$ cat config.mk
export PLATFORM = sky130hd
export DESIGN_NAME = instruction_fetch
export DESIGN_NICKNAME = d
export VERILOG_FILES = /design/src/rtl/riscv_pkg.sv /design/src/rtl/fetch_fifo.sv /design/src/rtl/instruction_fetch.sv
export SDC_FILE = /design/constraint.sdc
export NUM_CORES = 1
export LEC_CHECK = 0
export CORE_MARGIN = 3
export CORE_UTILIZATION = 55
export CTS_BUF_LIST = sky130_fd_sc_hd__clkbuf_8
export DETAILED_ROUTE_END_ITERATION = 16
export PLACE_DENSITY_LB_ADDON = 0.2
export REMOVE_ABC_BUFFERS = 1
export SLEW_MARGIN = 0
export SYNTH_ARGS = -nofsm -noshare
export SYNTH_HDL_FRONTEND = slang
export SYNTH_SLANG_ARGS = --single-unit
$ cat constraint.sdc
create_clock -name clk -period 4.81 [get_ports clk]
set_clock_uncertainty 0.1 [all_clocks]
set_input_delay 0.962 -clock clk [delete_from_list [all_inputs] [get_ports clk]]
set_output_delay 0.962 -clock clk [all_outputs]
set_load 0.01 [all_outputs]
$ cat src/rtl/riscv_pkg.sv
// riscv_pkg: fetch constants (NOP encoding) and fetch request/response/entry types
package riscv_pkg;
  localparam logic [31:0] InstrNop = 32'h0000_0013;
  typedef struct packed {
    logic [31:0] addr;
  } fetch_req_t;
  typedef struct packed {
    logic [31:0] data;
  } fetch_rsp_t;
  typedef struct packed {
    logic [31:0] pc;
    logic [31:0] instr;
  } fetch_entry_t;
endpackage

$ cat src/rtl/fetch_fifo.sv
// fetch_fifo: DEPTH x WIDTH circular buffer with sync flush, push/pop and occupancy count
module fetch_fifo #(
  parameter int DEPTH = 4,
  parameter int WIDTH = 64,
  localparam int CW = $clog2(DEPTH + 1),
  localparam int PW = (DEPTH > 1) ? $clog2(DEPTH) : 1
) (
  input  logic             clk,
  input  logic             rst,
  input  logic             flush_i,
  input  logic             push_i,
  input  logic [WIDTH-1:0] push_data_i,
  input  logic             pop_i,
  output logic [WIDTH-1:0] pop_data_o,
  output logic [CW-1:0]    count_o
);
  logic [WIDTH-1:0] mem_q [DEPTH];
  logic [PW-1:0] wr_q, wr_d, rd_q, rd_d;
  logic [CW-1:0] count_q, count_d;
  logic do_push, do_pop;
  function automatic logic [PW-1:0] inc(input logic [PW-1:0] p);
    return (p == PW'(DEPTH - 1)) ? '0 : p + PW'(1);
  endfunction
  always_comb begin
    do_push = push_i && (count_q != CW'(DEPTH) || pop_i);
    do_pop = pop_i && count_q != '0;
    wr_d = flush_i ? '0 : do_push ? inc(wr_q) : wr_q;
    rd_d = flush_i ? '0 : do_pop ? inc(rd_q) : rd_q;
    count_d = flush_i ? '0 : count_q + CW'(do_push) - CW'(do_pop);
  end
  always_ff @(posedge clk) begin
    if (rst) begin
      wr_q <= '0;
      rd_q <= '0;
      count_q <= '0;
    end else begin
      wr_q <= wr_d;
      rd_q <= rd_d;
      count_q <= count_d;
    end
  end
  always_ff @(posedge clk) begin
    if (do_push) mem_q[wr_q] <= push_data_i;
  end
  assign pop_data_o = mem_q[rd_q];
  assign count_o = count_q;
endmodule

$ cat src/rtl/instruction_fetch.sv
// instruction_fetch: PC owner, credit-limited imem requester and decode-side FIFO; IFETCH_MISALIGN_CHECK_EN adds sticky o_fetch_misaligned
module instruction_fetch
  import riscv_pkg::*;
#(
  parameter int XLEN = 32,
  parameter logic [XLEN-1:0] RESET_PC = '0,
  parameter int DEPTH = 4,
  localparam int CW = $clog2(DEPTH + 1)
) (
  input  logic            clk,
  input  logic            rst,
  input  logic            i_redirect_valid,
  input  logic [XLEN-1:0] i_redirect_pc,
  output logic            o_imem_req_valid,
  input  logic            i_imem_req_ready,
  output logic [XLEN-1:0] o_imem_req_addr,
  input  logic            i_imem_rsp_valid,
  input  logic [XLEN-1:0] i_imem_rsp_data,
  output logic            o_instr_valid,
  input  logic            i_instr_ready,
  output logic [XLEN-1:0] o_instruction,
  output logic [XLEN-1:0] o_pc
`ifdef IFETCH_MISALIGN_CHECK_EN
  ,
  output logic            o_fetch_misaligned
`endif
);
  logic [XLEN-1:0] pc_q, pc_d, redirect_pc, tag;
  logic [CW-1:0] outstanding_q, outstanding_d, drop_q, drop_d, fifo_count, tag_count;
  logic [2*XLEN-1:0] head;
  logic req_fire, rsp_keep, pop, halt;
`ifdef IFETCH_MISALIGN_CHECK_EN
  logic misaligned_q, misaligned_d;
  assign redirect_pc = i_redirect_pc;
  assign misaligned_d = i_redirect_valid ? |i_redirect_pc[1:0] : misaligned_q;
  assign halt = misaligned_q;
  assign o_fetch_misaligned = misaligned_q;
  always_ff @(posedge clk) begin
    if (rst) misaligned_q <= 1'b0;
    else misaligned_q <= misaligned_d;
  end
`else
  assign redirect_pc = i_redirect_pc & ~XLEN'(3);
  assign halt = 1'b0;
`endif
  assign o_imem_req_valid = !rst && !i_redirect_valid && !halt
                          && (int'(outstanding_q) + int'(fifo_count) < DEPTH);
  assign o_imem_req_addr = pc_q;
  assign req_fire = o_imem_req_valid && i_imem_req_ready;
  assign rsp_keep = i_imem_rsp_valid && drop_q == '0 && !i_redirect_valid;
  assign o_instr_valid = fifo_count != '0;
  assign pop = o_instr_valid && i_instr_ready;
  assign o_instruction = o_instr_valid ? head[XLEN-1:0] : XLEN'(InstrNop);
  assign o_pc = o_instr_valid ? head[2*XLEN-1:XLEN] : '0;
  always_comb begin
    pc_d = i_redirect_valid ? redirect_pc : req_fire ? pc_q + XLEN'(4) : pc_q;
    outstanding_d = outstanding_q + CW'(req_fire) - CW'(i_imem_rsp_valid);
    drop_d = i_redirect_valid ? outstanding_q - CW'(i_imem_rsp_valid)
           : (i_imem_rsp_valid && drop_q != '0) ? drop_q - CW'(1) : drop_q;
  end
  always_ff @(posedge clk) begin
    if (rst) begin
      pc_q <= RESET_PC;
      outstanding_q <= '0;
      drop_q <= '0;
    end else begin
      pc_q <= pc_d;
      outstanding_q <= outstanding_d;
      drop_q <= drop_d;
    end
  end
  fetch_fifo #(.DEPTH(DEPTH), .WIDTH(2*XLEN)) u_instr_fifo (
    .clk,
    .rst,
    .flush_i(i_redirect_valid),
    .push_i(rsp_keep),
    .push_data_i({tag, i_imem_rsp_data}),
    .pop_i(pop),
    .pop_data_o(head),
    .count_o(fifo_count)
  );
  fetch_fifo #(.DEPTH(DEPTH), .WIDTH(XLEN)) u_tag_fifo (
    .clk,
    .rst,
    .flush_i(1'b0),
    .push_i(req_fire),
    .push_data_i(pc_q),
    .pop_i(i_imem_rsp_valid),
    .pop_data_o(tag),
    .count_o(tag_count)
  );
  a_credit: assert property (@(posedge clk) disable iff (rst)
    int'(outstanding_q) + int'(fifo_count) <= DEPTH);
  a_rsp: assert property (@(posedge clk) disable iff (rst)
    i_imem_rsp_valid |-> outstanding_q != '0);
  a_tag: assert property (@(posedge clk) disable iff (rst)
    tag_count == outstanding_q);
endmodule

==> flow_summary.ini, run 1 <==
[outcome]
status = finished clean

[setup_path]
critPathRequiredTime_ns = 3.75
critical_path.endpoint_type = output pin
arrival_ns = 2.97
crit_fanout = 39
critical_path_class = reg -> out
r2r_start = outstanding_q[2]
critPathLaunchType = flop

[timing]
finalSetupViolCount = 0
fin_crit_ns = 4.03
grt_setup_unrepaired = false
drv_slew = 0
fin_setup_tns_ns = 0
worst_slack_ns = 0.778
fmax_mhz = 248
hold_viol = 0
slew_headroom_pct = 29.8
worst_slew_pin_slew_ns = 1.05
hold_ws_ns = 0.369
post-route-period-util_pct = 83.8

[clock_network]
htree_levels = 2
clk_latency_ns = 0.61
cts-root-buf = clkbuf_8
clkSlewWorstSetupHoldPaths_ns = 0.06
hold_buffers = 0
cts_setup_buffers = 0
post_cts_resized = 0
cts_buffers = 61
clock-sinks = 422
clockBufferDepth = 3
cts_tree = built

[grt]
grt_max_degree = 63
grt_antenna_before_repair = 0
grt_use_total_pct = 20.6
grt-ovfl-total = 0
grt_pass1_vias = 9073
grt_pass1_wl_um = 52400

[cells_and_area]
layoutNonFillerInstCount = 1567
final_area_um2 = 20100
fin_nets = 1223
diodes = 0
final_core_utilization_pct = 67.6
area_delta_synth_final_pct = 20.2
drive_above_1_share_pct = 19.4

[hold_path]
hold_class = reg -> reg
min-delay-start = u_instr_fifo.rd_q[1]

[yosys]
ys.flop_type = edfxtp_1
synthCells = 923
synth_most_common_cell = edfxtp_1
syn_area_per_cell_um2 = 18.2
synth_top_cell_by_area = edfxtp_1
synth-edff-count = 368
synth.area.top_cells = edfxtp_1 (66%), mux4_2 (12%), dfxtp_1 (6.5%)
ys_types = 57
yosys.area.top_type_share_pct = 65.9
synth-seq-cells = 422
syn_area_um2 = 16800
yosys_warnings = 0
synth_async_sr_flop_share_pct = 0
synthTopCellsByCount = edfxtp_1 (368), mux4_2 (92), and2_1 (69)
ys_seq_area_share_pct = 72.4

[pwr]
p_sw_mw = 1.87
peakVddDrop_uv = 257
seqPwrFrac_pct = 53.8
sw_frac_of_total_pct = 23.3
combPwrFrac_pct = 12.0
p_clk_share_pct = 34.2
p_int_mw = 6.15
p_per_area_nw_per_um2 = 398
power_mw = 8.02
p_leak_nw = 6.62

[placed_design]
dp_hpwl_um = 20000
placed_area_um2 = 18900
gp_congestion = 0.813
dp_cells = 1454
pre_cts_ws_ns = 0.733
io_buffer_count = 161

[route]
wl_per_cell_um = 20.9
drt-met1-wl_um = 14200
via_count = 8859
dr.max_layer_used = met4
initialDrtViolationCount = 669
drt_first_pass_iters = 5
antenna_left = 0
wl_met3_um = 1880
viasPerCell = 5.65
drc_errors = 0
wirelength_um = 32700
wl_met2_um = 16000

[die]
die_w_um = 181
initial_core_util_pct = 56.2
core_area_um2 = 29800
die_area_um2 = 32600
pin_count = 168
num_rows = 63
die_h_um = 181

[run]
maxCapViolCount = 0
## power by group through the flow
stage | Sequential (mW) | Clock [mW] | Combinational (mW)
2_1_floorplan | 4.40 | 0 | 0.544
3_3_place_gp | 4.38 | 0 | 0.957
3_5_place_dp | 4.39 | 0 | 0.976
4_1_cts | 4.32 | 2.81 | 0.980
5_1_grt | 4.33 | 2.98 | 1.06
6_report | 4.32 | 2.74 | 0.962
## final timing paths
path         depth (start not counted)                    end  slack [ns]
max                                  4               o_pc[20]        0.78
min                                  2                   flop        0.37
max reg2reg                         11  u_tag_fifo.count_o[2]        1.68
min reg2reg                          2                   flop        0.37
## routing by layer
metal	up-vias	track usage, %
met5	-	0
met4	0	5.96
met3	47	3.67
met2	303	33.5
met1	4462	29.1
li1	4047	-
## area by class of cell
| cell class | count | area [µm²] |
|---|---|---|
| multi-input combinational | 431 | 4340 |
| tap | 390 | 488 |
| fill | 1977 | 9660 |
| timing repair buffer | 184 | 1850 |
| sequential | 422 | 12100 |
| inverter | 27 | 101 |
| clock inverter | 42 | 240 |
| clock buffer | 71 | 977 |
## state kept, by name, summed over array words and instances, names as in the netlist, named ones only
| register | cells |
|---|---|
| o_imem_req_addr | 30 |
| outstanding_q | 3 |
| drop_q | 3 |
| u_instr_fifo.wr_q | 2 |
| u_tag_fifo.mem_q | 120 |
| u_tag_fifo.count_o | 3 |
| u_tag_fifo.rd_q | 2 |
| u_instr_fifo.rd_q | 2 |
| u_instr_fifo.count_o | 3 |
| u_tag_fifo.wr_q | 2 |
| u_instr_fifo.mem_q | 248 |
## layout by cell type, fill, tap and decap left out, types with 7 or more instances in the layout
cell             netlist  layout
a211oi_1               9       9
a21oi_1               21      21
a31oi_1                7       7
and2_1                69      65
buf_4                  4      18
clkbuf_8               0      71
clkdlybuf4s50_1        0     161
clkinv_1               1       8
clkinv_2               0      10
dfxtp_1               54      50
edfxtp_1             368     368
ha_1                  23      23
inv_1                 25      43
mux4_2                92      92
nand2_1               23      23
nand3_1               21      21
nand4_1               10      10
nor2_1                44      44
nor3_1                10      10
o21ai_0               11      11
xnor2_1               14      14
## cell families after synthesis
logic type	synth area share (%)
flip-flops	72.4
AND/OR/NAND/NOR	7.10
multiplexers	12.7
buffers and inverters	1.81
AO/OA/AOI/OAI	2.87
adder cells (fa/ha/maj)	2.08
XOR/XNOR	0.993
other	0.0224
## worst max-delay path, cell delays in order (launching register included)
cell and delay, ns:
dfxtp_4 0.72, buf_12 0.38, mux4_2 0.54, and2_1 0.19
clkdlybuf4s50_1 0.49
Power figures use the tool's default switching activity.
==> run 2: changes to the inputs <==
==> constraint.sdc (replaced) <==
create_clock -name clk -period 4.23 [get_ports clk]
set_clock_uncertainty 0.1 [all_clocks]
set_input_delay 0.846 -clock clk [delete_from_list [all_inputs] [get_ports clk]]
set_output_delay 0.846 -clock clk [all_outputs]
set_load 0.01 [all_outputs]
==> run 2 against run 1 <==
Die area unchanged. Setup slack got worse by 0.34 ns. Register-to-register slack got worse by 0.54 ns. Critical path depth unchanged. Sequential share of layout area decreased by 0.34 points. Clock-buffer cell count decreased by 1. Power increased by 16%. Clock power increased by 20%. Combinational power increased by 13%. Final cell count increased by 0.96%. First-iteration DRC count increased by 11%.
==> flow_summary.ini, run 2 (synthesis results as in run 1) <==
[clock_network]
clk_latency_ns = 0.59
cts_tree = built
cts_buffers = 68
cts_setup_buffers = 0
htree_levels = 3
cts-root-buf = clkbuf_8
clockBufferDepth = 3
post_cts_resized = 0
clock-sinks = 422
clkSlewWorstSetupHoldPaths_ns = 0.06
hold_buffers = 0

[cells_and_area]
area_delta_synth_final_pct = 20.8
regMostFlops = u_instr_fifo.mem_q
mostFrequentLayoutCell = edfxtp_1
layoutNonFillerInstCount = 1582
largest_register_ffs = 248
fillers = 2004
diodes = 0
final_core_utilization_pct = 68.0
final_area_um2 = 20300
drive_above_1_share_pct = 19.2
final_cell_mix = edfxtp_1 (368), clkdlybuf4s50_1 (161), mux4_2 (92)
fin_nets = 1234

[setup_path]
critical_path_class = reg -> out
reg2reg_depth = 9
arrival_ns = 2.84
critical_path.endpoint_type = output pin
r2r_start = u_instr_fifo.count_o[1]
r2r-end = u_instr_fifo.count_o[1]
crit_fanout = 61
critPathRequiredTime_ns = 3.28
startpoint = u_instr_fifo.count_o[1]
critPathLaunchType = flop
reg2reg_slack_ns = 1.14

[route]
via_count = 8888
drt_first_pass_iters = 5
antenna_left = 0
drc_errors = 0
wirelength_um = 33200
initialDrtViolationCount = 742
wl_per_cell_um = 21.0
viasPerCell = 5.62

[timing]
fin_setup_tns_ns = 0
fin_crit_ns = 3.79
post-route-period-util_pct = 89.5
drv_slew = 0
finalSetupViolCount = 0
worst_slack_ns = 0.443
hold_ws_ns = 0.393
fmax_mhz = 264
worst_slew_pin_slew_ns = 0.976
grt_setup_unrepaired = false
hold_viol = 0
slew_headroom_pct = 34.9

[grt]
grt_antenna_before_repair = 0
grt-ovfl-total = 0
grt_max_degree = 62
grt_use_total_pct = 20.7
grt_pass1_wl_um = 52300
grt_pass1_vias = 9101

[run]
maxCapViolCount = 0

[die]
die_area_um2 = 32600
die_w_um = 181
initial_core_util_pct = 56.2
core_area_um2 = 29800
num_rows = 63
die_h_um = 181
pin_count = 168

[placed_design]
dp_cells = 1458
dp_hpwl_um = 20500
gp_congestion = 0.845
placed_area_um2 = 19000
pre_cts_ws_ns = 0.796
io_buffer_count = 161

[hold_path]
hold_class = reg -> reg
min_delay_path_depth = 2
min-delay-start = u_instr_fifo.rd_q[1]

[outcome]
status = finished clean

[pwr]
p_leak_nw = 6.68
p_per_area_nw_per_um2 = 459
peakVddDrop_uv = 226
power_mw = 9.29
==> run 2: final cells by class <==
cell class	instances	area, µm²	share of cell area [%]
Sequential cell	422	12100	60.0
Tap cell	390	488	2.41
Multi-Input combinational cell	431	4340	21.4
Clock buffer	70	963	4.76
Clock inverter	54	324	1.60
Timing Repair Buffer	188	1890	9.33
Inverter	27	101	0.500
==> run 2: power breakdown <==
part	total [mW]	switching [mW]	leakage [nW]	internal (mW)
sequential	4.92	0.150	3.79	4.77
clock	3.28	1.54	0.744	1.74
combinational	1.09	0.514	2.15	0.574
==> run 2: worst max path at each step <==
stage / endpoint / slack, ns / depth (start not counted)
global placement: u_tag_fifo.mem_q[0][26] / 0.81 / 8
floorplan: o_instruction[0] / -0.31 / 2
CTS: o_pc[10] / 0.35 / 4
global route: o_pc[10] / 0.27 / 4
detailed placement: u_tag_fifo.mem_q[0][26] / 0.80 / 8
finish: o_pc[8] / 0.44 / 4
==> run 2: critical path, stage by stage (launching register included) <==
cell	delay, ns
dfxtp_1	0.36
nor3_1	0.50
inv_2	0.55
and2_1	0.34
clkdlybuf4s50_1	0.48
==> run 2: metal layers <==
layer | wire (µm) | track usage [%] | part of all wire (%)
met2 | 16200 | 33.6 | 49
met4 | 551 | 6.20 | 1.7
met5 | 0 | 0 | 0
met1 | 14300 | 29.4 | 43
met3 | 2110 | 3.84 | 6.4
==> run 3: changes to the inputs <==
--- a/config.mk
+++ b/config.mk
@@ -5,10 +5,13 @@
 export SDC_FILE = /design/constraint.sdc
 export NUM_CORES = 1
 export LEC_CHECK = 0
+export CELL_PAD_IN_SITES_DETAIL_PLACEMENT = 2
+export CELL_PAD_IN_SITES_GLOBAL_PLACEMENT = 2
 export CORE_MARGIN = 3
-export CORE_UTILIZATION = 55
+export CORE_UTILIZATION = 44
 export CTS_BUF_LIST = sky130_fd_sc_hd__clkbuf_8
 export DETAILED_ROUTE_END_ITERATION = 16
+export GPL_TIMING_DRIVEN = 0
 export PLACE_DENSITY_LB_ADDON = 0.2
 export REMOVE_ABC_BUFFERS = 1
 export SLEW_MARGIN = 0
==> run 3 against run 2 <==
First-iteration DRC count fell by 13%. Non-clock buffer count fell by 13. Via count rose by 5.0%. Global-route usage rose by 1.6 points. Clock power rose by 3%. Sequential power barely moved. Largest power group unchanged. Sequential share of layout area fell by 0.72 points.
==> flow_summary.ini, run 3 (synthesis results as in run 1) <==
[outcome]
status = finished clean

[pwr]
p_clk_share_pct = 35.5
combPwrFrac_pct = 12.6
sw_frac_of_total_pct = 24.9
p_leak_nw = 6.72
p_sw_mw = 2.37
p_int_mw = 7.14
p_per_area_nw_per_um2 = 464
seqPwrFrac_pct = 51.9
power_mw = 9.51
peakVddDrop_uv = 263

[timing]
slew_headroom_pct = 11.3
fmax_mhz = 251
drv_slew = 0
fin_setup_tns_ns = 0
grt_setup_unrepaired = false
finalSetupViolCount = 0
fin_crit_ns = 3.99
hold_viol = 0
worst_slew_pin_slew_ns = 1.33
post-route-period-util_pct = 94.3

[grt]
grt_max_degree = 47
grt-ovfl-total = 0
grt_pass1_vias = 10712
grt_use_total_pct = 22.3
use_met3_pct = 4.47
grt_antenna_before_repair = 1
gr-usage-met1_pct = 29.0
grt_pass1_wl_um = 68200
busiest_layer = met2
met2_usage_pct = 38.7

[setup_path]
crit_fanout = 46
max_stage_delay_ns = 0.62
reg2reg_slack_ns = 0.61
startpoint = u_instr_fifo.count_o[1]
crit_slowest_cell = nor3_1
r2r_start = u_instr_fifo.count_o[2]
critical_path.endpoint_type = output pin
critPathLaunchType = flop
cp_num_cells = 5
critPathRequiredTime_ns = 3.28
r2r-end = u_tag_fifo.count_o[2]
critical_path_class = reg -> out
cp_cell_sequence = nor3_1 > inv_2 > buf_12 > and2_1 > clkdlybuf4s50_1
reg2reg_depth = 11
crit_buf_inv = 3
path_delay_family = buffers and inverters
arrival_ns = 3.04

[hold_path]
hold_class = reg -> reg
min_delay_path_depth = 2
min-delay-start = u_instr_fifo.rd_q[1]

[clock_network]
cts-root-buf = clkbuf_8
post_cts_resized = 1
hold_buffers = 0
clk_latency_ns = 0.61
htree_levels = 3
clock-sinks = 422
clkSlewWorstSetupHoldPaths_ns = 0.06
cts_tree = built
clockBufferDepth = 3
cts_setup_buffers = 0
cts_buffers = 72

[cells_and_area]
largest_register_ffs = 248
final_cell_mix = edfxtp_1 (368), clkdlybuf4s50_1 (159), mux4_2 (92)
area_delta_synth_final_pct = 22.3
fillers = 3232
drive_above_1_share_pct = 19.0
fin_nets = 1225
regMostFlops = u_instr_fifo.mem_q
mostFrequentLayoutCell = edfxtp_1

[die]
die_w_um = 201
initial_core_util_pct = 45.2
die_area_um2 = 40500
core_area_um2 = 37000
die_h_um = 201
num_rows = 70
pin_count = 168

[run]
maxCapViolCount = 0

[route]
viasPerCell = 5.52
initialDrtViolationCount = 644
drc_errors = 0
wirelength_um = 44500
via_count = 9328
antenna_left = 0
drt_first_pass_iters = 5
wl_per_cell_um = 26.3

[placed_design]
io_buffer_count = 161
dp_hpwl_um = 29300
gp_congestion = 0.723
run 3: cell types whose count changed in the layout (fill, tap and decap cells not counted), moves of 2 or more:
| cell | change |
|---|---|
| buf_16 | +8 |
| bufinv_16 | -3 |
| clkinv_2 | -2 |
| clkdlybuf4s50_1 | -2 |
| inv_8 | -2 |
| inv_1 | +10 |
| buf_4 | -21 |
| clkinv_1 | -6 |
| and2_1 | -4 |
| clkbuf_8 | +12 |
| and2_2 | +4 |
| inv_6 | -3 |
run 3: layout make-up:
| class | count | area, µm² | share of cell area, % |
|---|---|---|---|
| multi-input combinational | 431 | 4350 | 21.2 |
| sequential | 422 | 12100 | 59.2 |
| clock buffer | 82 | 1130 | 5.51 |
| tap | 504 | 631 | 3.08 |
| timing repair buffer | 175 | 1950 | 9.49 |
| inverter | 27 | 101 | 0.494 |
| clock inverter | 49 | 198 | 0.964 |
| antenna | 1 | 2.50 | 0.0122 |
run 3: power by group through the flow:
stage | Combinational [mW] | Sequential (mW) | Clock [mW]
after global routing | 1.31 | 4.96 | 3.65
final | 1.20 | 4.94 | 3.38
after global placement | 1.05 | 5.06 | 0
after floorplan | 0.618 | 5.00 | 0
after detailed placement | 1.21 | 5.03 | 0
after CTS | 1.22 | 4.94 | 3.48
run 3: how the worst max path moves through the flow:
stage / end / slack (ns)
6_report: o_instruction[8] / 0.24
5_1_grt: o_instruction[4] / 0.08
4_1_cts: o_instruction[4] / 0.15
3_5_place_dp: u_tag_fifo.count_o[2] / -0.86
3_3_place_gp: u_tag_fifo.mem_q[1][5] / -2.14
2_1_floorplan: o_instruction[0] / -0.31
run 3: stage by stage:
step                utilization [%]  setup WS [ns]  area [µm²]  hold slack (ns)  instances
detailed placement             51.7         -0.864       19200            0.389       1559
global placement               50.8          -2.14       18800            0.374       1545
CTS                            55.3          0.148       20500            0.394       1690
floorplan                         -         -0.312       16600            0.352        880
finish                         55.3          0.240       20500            0.386       1691
global route                   55.3         0.0765       20500            0.463       1690
run 3: layer usage:
metal  up-vias  wire, µm
met5         -         0
met4         0       913
met2       236     23000
li1       4065         -
met1      4957     18900
met3        70      1690
run 3: tightest hold or removal path: stages (launching register included):
cell	delay, ns
dfxtp_1	0.31
nand2_1	0.05
a21oi_1	0.07
